**src/rtl/seq_alu.sv**
```systemverilog
// seq_alu: registered ALU with single-cycle logic/arith/shift/rotate ops and
// iterative signed Booth multiply and signed non-restoring divide.
//
// Ports:
//   clock    - system clock, rising edge
//   clear    - synchronous active-high reset
//   start    - operation request, sampled only while idle
//   op       - operation code, latched with start
//   A, B     - operands (WIDTH bits), latched with start
//   result   - {HI,LO} registered result, held until the next done
//   done     - one-cycle pulse, result and flags valid
//   busy     - high while MUL or DIV iterates
//   carry    - ADD/SUB carry-out (SUB: 1 = no borrow)
//   overflow - signed overflow for ADD/SUB/NEG, MIN/-1 for DIV
//   zero     - full 2*WIDTH result is zero
//   div_zero - DIV with B == 0
//
// Build option: define MUL_RADIX4_EN to use radix-4 modified Booth for MUL
// (2 multiplier bits per cycle, WIDTH/2 cycles); default is radix-2.

module seq_alu #(
    parameter int WIDTH = 32
) (
    input  logic                 clock,
    input  logic                 clear,
    input  logic                 start,
    input  logic [3:0]           op,
    input  logic [WIDTH-1:0]     A,
    input  logic [WIDTH-1:0]     B,
    output logic [2*WIDTH-1:0]   result,
    output logic                 done,
    output logic                 busy,
    output logic                 carry,
    output logic                 overflow,
    output logic                 zero,
    output logic                 div_zero
);

    localparam int SHW = $clog2(WIDTH);
    // Shared HI register: Booth accumulator or signed partial remainder.
    localparam int RW  = WIDTH + 2;
`ifdef MUL_RADIX4_EN
    localparam int MUL_STEPS = WIDTH / 2;
`else
    localparam int MUL_STEPS = WIDTH;
`endif

    typedef enum logic [1:0] {IDLE, MUL_ITER, DIV_ITER, DIV_FIX} state_t;

    typedef enum logic [3:0] {
        OP_OR   = 4'd0,  OP_AND  = 4'd1,  OP_NOT = 4'd2,  OP_ADD = 4'd3,
        OP_SUB  = 4'd4,  OP_NEG  = 4'd5,  OP_MUL = 4'd6,  OP_DIV = 4'd7,
        OP_SHL  = 4'd8,  OP_SHR  = 4'd9,  OP_SHRA = 4'd10, OP_ROL = 4'd11,
        OP_ROR  = 4'd12
    } op_t;

    state_t             r_state, w_state_n;
    logic [SHW-1:0]     r_cnt, w_cnt_n;
    logic [RW-1:0]      r_hi, w_hi_n;
    logic [WIDTH-1:0]   r_lo, w_lo_n;
    logic               r_q1, w_q1_n;
    logic [WIDTH-1:0]   r_opa, w_opa_n;
    logic               r_neg_q, w_neg_q_n;
    logic               r_neg_r, w_neg_r_n;
    logic               r_div_ovf, w_div_ovf_n;
    logic [2*WIDTH-1:0] r_result, w_result_n;
    logic               r_done, w_done_n;
    logic               r_carry, w_carry_n;
    logic               r_overflow, w_overflow_n;
    logic               r_zero, w_zero_n;
    logic               r_div_zero, w_div_zero_n;

    // ---------------- single-cycle datapath ----------------
    logic [SHW-1:0]   w_amt;
    logic [SHW:0]     w_inv_amt;
    logic [WIDTH:0]   w_add, w_sub;
    logic [WIDTH-1:0] w_neg;
    logic [WIDTH-1:0] w_alu;
    logic             w_alu_c, w_alu_v;

    assign w_amt     = B[SHW-1:0];
    // Complementary rotate amount; amt=0 gives WIDTH, which shifts fully out.
    assign w_inv_amt = (SHW+1)'(WIDTH) - {1'b0, w_amt};
    assign w_add     = {1'b0, A} + {1'b0, B};
    assign w_sub     = {1'b0, A} + {1'b0, ~B} + (WIDTH+1)'(1);
    assign w_neg     = '0 - A;

    always_comb begin
        w_alu   = '0;
        w_alu_c = 1'b0;
        w_alu_v = 1'b0;
        case (op)
            OP_OR:   w_alu = A | B;
            OP_AND:  w_alu = A & B;
            OP_NOT:  w_alu = ~A;
            OP_ADD: begin
                w_alu   = w_add[WIDTH-1:0];
                w_alu_c = w_add[WIDTH];
                w_alu_v = (A[WIDTH-1] == B[WIDTH-1]) && (w_add[WIDTH-1] != A[WIDTH-1]);
            end
            OP_SUB: begin
                w_alu   = w_sub[WIDTH-1:0];
                w_alu_c = w_sub[WIDTH];
                w_alu_v = (A[WIDTH-1] != B[WIDTH-1]) && (w_sub[WIDTH-1] != A[WIDTH-1]);
            end
            OP_NEG: begin
                w_alu   = w_neg;
                // Only the most-negative value negates to a negative result.
                w_alu_v = A[WIDTH-1] & w_neg[WIDTH-1];
            end
            OP_SHL:  w_alu = A << w_amt;
            OP_SHR:  w_alu = A >> w_amt;
            OP_SHRA: w_alu = $signed(A) >>> w_amt;
            OP_ROL:  w_alu = (A << w_amt) | (A >> w_inv_amt);
            OP_ROR:  w_alu = (A >> w_amt) | (A << w_inv_amt);
            default: w_alu = '0;
        endcase
    end

    // ---------------- Booth multiply step ----------------
    // {r_hi, r_lo, r_q1} is the Booth product register; r_opa the multiplicand.
    logic [RW-1:0]    w_mx, w_msum, w_mhi_n;
    logic [WIDTH-1:0] w_mlo_n;
    logic             w_mq1_n;

    always_comb begin
        w_mx = {{2{r_opa[WIDTH-1]}}, r_opa};
`ifdef MUL_RADIX4_EN
        case ({r_lo[1:0], r_q1})
            3'b001, 3'b010: w_msum = r_hi + w_mx;
            3'b011:         w_msum = r_hi + (w_mx << 1);
            3'b100:         w_msum = r_hi - (w_mx << 1);
            3'b101, 3'b110: w_msum = r_hi - w_mx;
            default:        w_msum = r_hi;
        endcase
        w_mhi_n = {{2{w_msum[RW-1]}}, w_msum[RW-1:2]};
        w_mlo_n = {w_msum[1:0], r_lo[WIDTH-1:2]};
        w_mq1_n = r_lo[1];
`else
        case ({r_lo[0], r_q1})
            2'b01:   w_msum = r_hi + w_mx;
            2'b10:   w_msum = r_hi - w_mx;
            default: w_msum = r_hi;
        endcase
        w_mhi_n = {w_msum[RW-1], w_msum[RW-1:1]};
        w_mlo_n = {w_msum[0], r_lo[WIDTH-1:1]};
        w_mq1_n = r_lo[0];
`endif
    end

    // ---------------- non-restoring divide step ----------------
    // Operates on magnitudes: r_hi = signed partial remainder, r_lo = dividend
    // shifting out / quotient shifting in, r_opa = |divisor|.
    logic [RW-1:0]    w_rsh, w_dx, w_rnew;
    logic [WIDTH-1:0] w_qnew, w_rmag, w_rem, w_quo;

    assign w_dx   = {2'b00, r_opa};
    assign w_rsh  = {r_hi[RW-2:0], r_lo[WIDTH-1]};
    assign w_rnew = r_hi[RW-1] ? (w_rsh + w_dx) : (w_rsh - w_dx);
    assign w_qnew = {r_lo[WIDTH-2:0], ~w_rnew[RW-1]};
    // Final magnitude lies in [0, |B|), so WIDTH-bit arithmetic is exact.
    assign w_rmag = r_hi[RW-1] ? (r_hi[WIDTH-1:0] + r_opa) : r_hi[WIDTH-1:0];
    assign w_rem  = r_neg_r ? ('0 - w_rmag) : w_rmag;
    assign w_quo  = r_neg_q ? ('0 - r_lo) : r_lo;

    // ---------------- next-state / next-output logic ----------------
    always_comb begin
        w_state_n    = r_state;
        w_cnt_n      = r_cnt;
        w_hi_n       = r_hi;
        w_lo_n       = r_lo;
        w_q1_n       = r_q1;
        w_opa_n      = r_opa;
        w_neg_q_n    = r_neg_q;
        w_neg_r_n    = r_neg_r;
        w_div_ovf_n  = r_div_ovf;
        w_result_n   = r_result;
        w_done_n     = 1'b0;
        w_carry_n    = r_carry;
        w_overflow_n = r_overflow;
        w_zero_n     = r_zero;
        w_div_zero_n = r_div_zero;

        case (r_state)
            IDLE: begin
                if (start) begin
                    if (op == OP_MUL) begin
                        w_state_n = MUL_ITER;
                        w_cnt_n   = '0;
                        w_hi_n    = '0;
                        w_lo_n    = B;
                        w_q1_n    = 1'b0;
                        w_opa_n   = A;
                    end else if (op == OP_DIV && B != '0) begin
                        w_state_n   = DIV_ITER;
                        w_cnt_n     = '0;
                        w_hi_n      = '0;
                        w_lo_n      = A[WIDTH-1] ? ('0 - A) : A;
                        w_opa_n     = B[WIDTH-1] ? ('0 - B) : B;
                        w_neg_q_n   = A[WIDTH-1] ^ B[WIDTH-1];
                        w_neg_r_n   = A[WIDTH-1];
                        w_div_ovf_n = (A == {1'b1, {(WIDTH-1){1'b0}}}) && (B == '1);
                    end else if (op == OP_DIV) begin
                        w_done_n     = 1'b1;
                        w_result_n   = '0;
                        w_carry_n    = 1'b0;
                        w_overflow_n = 1'b0;
                        w_div_zero_n = 1'b1;
                    end else begin
                        w_done_n     = 1'b1;
                        w_result_n   = {{WIDTH{1'b0}}, w_alu};
                        w_carry_n    = w_alu_c;
                        w_overflow_n = w_alu_v;
                        w_div_zero_n = 1'b0;
                    end
                end
            end
            MUL_ITER: begin
                w_hi_n  = w_mhi_n;
                w_lo_n  = w_mlo_n;
                w_q1_n  = w_mq1_n;
                w_cnt_n = r_cnt + SHW'(1);
                if (r_cnt == SHW'(MUL_STEPS - 1)) begin
                    w_state_n    = IDLE;
                    w_done_n     = 1'b1;
                    w_result_n   = {w_mhi_n[WIDTH-1:0], w_mlo_n};
                    w_carry_n    = 1'b0;
                    w_overflow_n = 1'b0;
                    w_div_zero_n = 1'b0;
                end
            end
            DIV_ITER: begin
                w_hi_n  = w_rnew;
                w_lo_n  = w_qnew;
                w_cnt_n = r_cnt + SHW'(1);
                if (r_cnt == SHW'(WIDTH - 1)) begin
                    w_state_n = DIV_FIX;
                end
            end
            DIV_FIX: begin
                w_state_n    = IDLE;
                w_done_n     = 1'b1;
                w_result_n   = {w_rem, w_quo};
                w_carry_n    = 1'b0;
                w_overflow_n = r_div_ovf;
                w_div_zero_n = 1'b0;
            end
            default: w_state_n = IDLE;
        endcase

        if (w_done_n) begin
            w_zero_n = (w_result_n == '0);
        end
    end

    // ---------------- state register ----------------
    always_ff @(posedge clock) begin
        if (clear) begin
            r_state <= IDLE;
        end else begin
            r_state <= w_state_n;
        end
    end

    // ---------------- datapath / output registers ----------------
    always_ff @(posedge clock) begin
        if (clear) begin
            r_cnt      <= '0;
            r_hi       <= '0;
            r_lo       <= '0;
            r_q1       <= 1'b0;
            r_opa      <= '0;
            r_neg_q    <= 1'b0;
            r_neg_r    <= 1'b0;
            r_div_ovf  <= 1'b0;
            r_result   <= '0;
            r_done     <= 1'b0;
            r_carry    <= 1'b0;
            r_overflow <= 1'b0;
            r_zero     <= 1'b0;
            r_div_zero <= 1'b0;
        end else begin
            r_cnt      <= w_cnt_n;
            r_hi       <= w_hi_n;
            r_lo       <= w_lo_n;
            r_q1       <= w_q1_n;
            r_opa      <= w_opa_n;
            r_neg_q    <= w_neg_q_n;
            r_neg_r    <= w_neg_r_n;
            r_div_ovf  <= w_div_ovf_n;
            r_result   <= w_result_n;
            r_done     <= w_done_n;
            r_carry    <= w_carry_n;
            r_overflow <= w_overflow_n;
            r_zero     <= w_zero_n;
            r_div_zero <= w_div_zero_n;
        end
    end

    assign result   = r_result;
    assign done     = r_done;
    assign busy     = (r_state != IDLE);
    assign carry    = r_carry;
    assign overflow = r_overflow;
    assign zero     = r_zero;
    assign div_zero = r_div_zero;

endmodule

```
**config.mk**
```make
export PLATFORM = sky130hd
export DESIGN_NAME = seq_alu
export DESIGN_NICKNAME = d
export VERILOG_FILES = /design/src/rtl/seq_alu.sv
export SDC_FILE = /design/constraint.sdc
export NUM_CORES = 2
export LEC_CHECK = 0
export BUFFER_PORTS_ARGS = -buffer_cell sky130_fd_sc_hd__buf_4
export CAP_MARGIN = 10
export CELL_PAD_IN_SITES_DETAIL_PLACEMENT = 0
export CELL_PAD_IN_SITES_GLOBAL_PLACEMENT = 1
export CORE_MARGIN = 5
export CORE_UTILIZATION = 40
export CTS_CLUSTER_SIZE = 16
export DETAILED_ROUTE_END_ITERATION = 10
export PLACE_DENSITY_LB_ADDON = 0.1
export SLEW_MARGIN = 20
export SYNTH_ARGS = -nofsm -noshare
export SYNTH_HDL_FRONTEND = slang
export SYNTH_SLANG_ARGS = --single-unit
```
**constraint.sdc**
```tcl
create_clock -name clock -period 12.3 [get_ports clock]
set_clock_uncertainty 0.2 [all_clocks]
set_input_delay 1.23 -clock clock [delete_from_list [all_inputs] [get_ports clock]]
set_output_delay 1.23 -clock clock [all_outputs]
set_load 0.01 [all_outputs]
```
==> metrics.cfg <==
[synth]
avgSynthCellArea_um2 = 7.08
yosys_warnings = 0
yosysTopAreaCell = dfxtp_1
synth_top_area_share_pct = 10.6
yosys-top-cells-count = nor2_1 (575), nand2_1 (408), a21oi_1 (381), clkbuf_1 (313), o21ai_0 (271)
synth_seq_cells = 178
ys_seq_area_share_pct = 10.6
syn_nets = 5055
synthArstFlopShare_pct = 0
synth.cell_area_um2 = 33700
ys_types = 97
synth_most_common_cell = nor2_1
netlist_top_cells_area = dfxtp_1 (11%), ha_1 (8.1%), mux4_2 (6.5%)
synth_edf_count = 0
syn_inst = 4762
synth_ff_type = dfxtp_1

[floorplanning]
core_area_um2 = 83700
die_x_um = 300
die-area_um2 = 90200
row_count = 106
initial_utilization_pct = 40.3
ios = 141
dieHeight_um = 300

[routing]
wl_per_cell_um = 36.0
antenna_left = 0
drc = 0
drt_iter0_drc = 5441
viasPerCell = 7.08
vias = 40880
drt_pass1_iterations = 6
wirelength_um = 208000

[placement]
pre_cts_slack_ns = 4.06
io_buffers = 140
dpl.hpwl_um = 158000
placed_cell_area_um2 = 35500
place_congestion = 1.14

[clock_tree]
clock_sinks = 178
cts_hold_buf = 0
root_buffer = clkbuf_16
clock_latency_ns = 0.47
htreeDepth = 4
cts_tree = done
post_cts_resized = 0
cts_setup_buffers = 0
cts_buffer_depth = 2
clk_pin_slew_ns = 0.08
cts_made_buffers = 17

[worst_setup_path]
path_cells = buf_6 > buf_4 > buf_4 > mux4_2 > a22oi_1 > nor3_1 > a2111oi_1 > buf_4 > nor4bb_1 > nand4_1 > nand2_1 > nand2_1 > nor4_1 > nand4_1 > nor4_1 > nand4b_1 > nand4bb_1 > nand2_1
critical_path_peak_fanout = 59
arrival_ns = 8.24
critPathBufInv = 4
crit_family = simple AND/OR/NAND/NOR gates
crit_type = primary input to register
max_stage_delay_ns = 0.83
start_kind = primary input
cpMaxStageDelayCell = buf_4
regToRegSetupSlack_ns = 4.77
cp.required_ns = 12.51
cp-end-kind = register

[timing]
setup_viol = 0
tns_ns = 0
slew_headroom_pct = 6.65
min_period_ns = 8.03
max_clock_freq_mhz = 124
slew_violations = 0
period_share_pct = 65.3
tightest_slew_ns = 1.38
rsz0062_at_grt = false
hold_violations = 0
setup_ws_ns = 4.27

[global_route]
grt_pass1_wl_um = 291000
gr-total-overflow = 0
grt_start_max_net_pins = 85
antenna_found_initial = 12
grt_use_total_pct = 43.9
grt_pass1_vias = 38064

[run_status]
run_status = complete, no violations

[cells_and_area]
drive_gt1_share_pct = 11.2
multi_input_area_um2 = 28000
syn_to_final_growth_pct = 7.13
fillers = 8893
final_util_pct = 43.2
num-nets-final = 4911
fin_area_um2 = 36100
seq_area_um2 = 3570

[power_and_ir_drop]
p_leak_nw = 14.1
irDropWorstVdd_v = 0.000122
power_density_nw_per_um2 = 137

[job]
cap_violations = 0

[hold_path]
hold_path_class = register to register

## final timing paths
kind | end | from | cells after the start
setup / recovery | zero | B[0] | 18
hold / removal | r_cnt[2] | r_cnt[2] | 2
setup reg to reg | zero | r_opa[0] | 25
hold reg to reg | r_cnt[2] | r_cnt[2] | 2
## tightest hold or removal path, stage by stage, from the launching register on
cell and delay, ns:
dfxtp_1 0.33, o21ai_0 0.07, a21oi_1 0.06
## metal layers
layer / global-route usage, % / vias to the layer above / wire length [µm]
li1: - / 17629 / -
met1: 53.0 / 19730 / 77500
met2: 69.9 / 2769 / 91800
met3: 8.10 / 746 / 18500
met4: 31.9 / 6 / 19700
met5: 0 / - / 35
## kinds of logic (layout without fill, tap and decap cells)
kind of cell	after synthesis	after routing	synth area share (%)
compound gates	1533	1533	30.8
xor+xnor	264	264	6.86
fa+ha+maj	222	222	8.35
buf+inv	574	443	6.75
flops	178	178	10.6
mux	308	308	12.9
other cells	0	8	0
simple gates	1683	1683	23.7
## state kept, by name, indices dropped and copies added (netlist names)
register   cells
r_neg_q        1
r_cnt          5
done           1
zero           1
r_state        2
r_neg_r        1
r_q1           1
div_zero       1
carry          1
overflow       1
r_div_ovf      1
r_hi          34
r_lo          32
r_opa         32
result        64
## cell usage in the layout (no fill, tap or decap), types with 111 or more instances in the layout
cell,netlist,routed
mux2i_1,158,156
nand2_1,408,408
nand3_1,112,111
a21oi_1,381,380
xnor2_1,190,189
o21ai_0,271,267
nor2_1,575,571
ha_1,217,212
buf_4,10,245
inv_1,156,155
nor3_1,144,142
dfxtp_1,178,177
## through the flow
step / std cells / hold WS [ns] / total power (W)
floorplan: 4762 / 0.254 / 0.00297
CTS: 5764 / 0.303 / 0.00481
finish: 5773 / 0.307 / 0.00494
global placement: 5732 / 0.283 / 0.00420
detailed placement: 5732 / 0.282 / 0.00420
global route: 5765 / 0.349 / 0.00512
## cell type report
class,count,area share [%]
inverter,164,1.70
antenna,8,0.0554
clock buffer,18,1.22
tap,1134,3.93
clock inverter,14,0.440
sequential,178,9.87
timing repair buffer,247,5.15
multi-input combinational,4010,77.6
## power breakdown
part,switching [W],internal (W),total [W]
clock,0.000300,0.000296,0.000596
sequential,0.000167,0.000644,0.000810
combinational,0.00239,0.00114,0.00353
total,0.00286,0.00208,0.00494
Note: power is estimated with default switching activity, not from simulation.
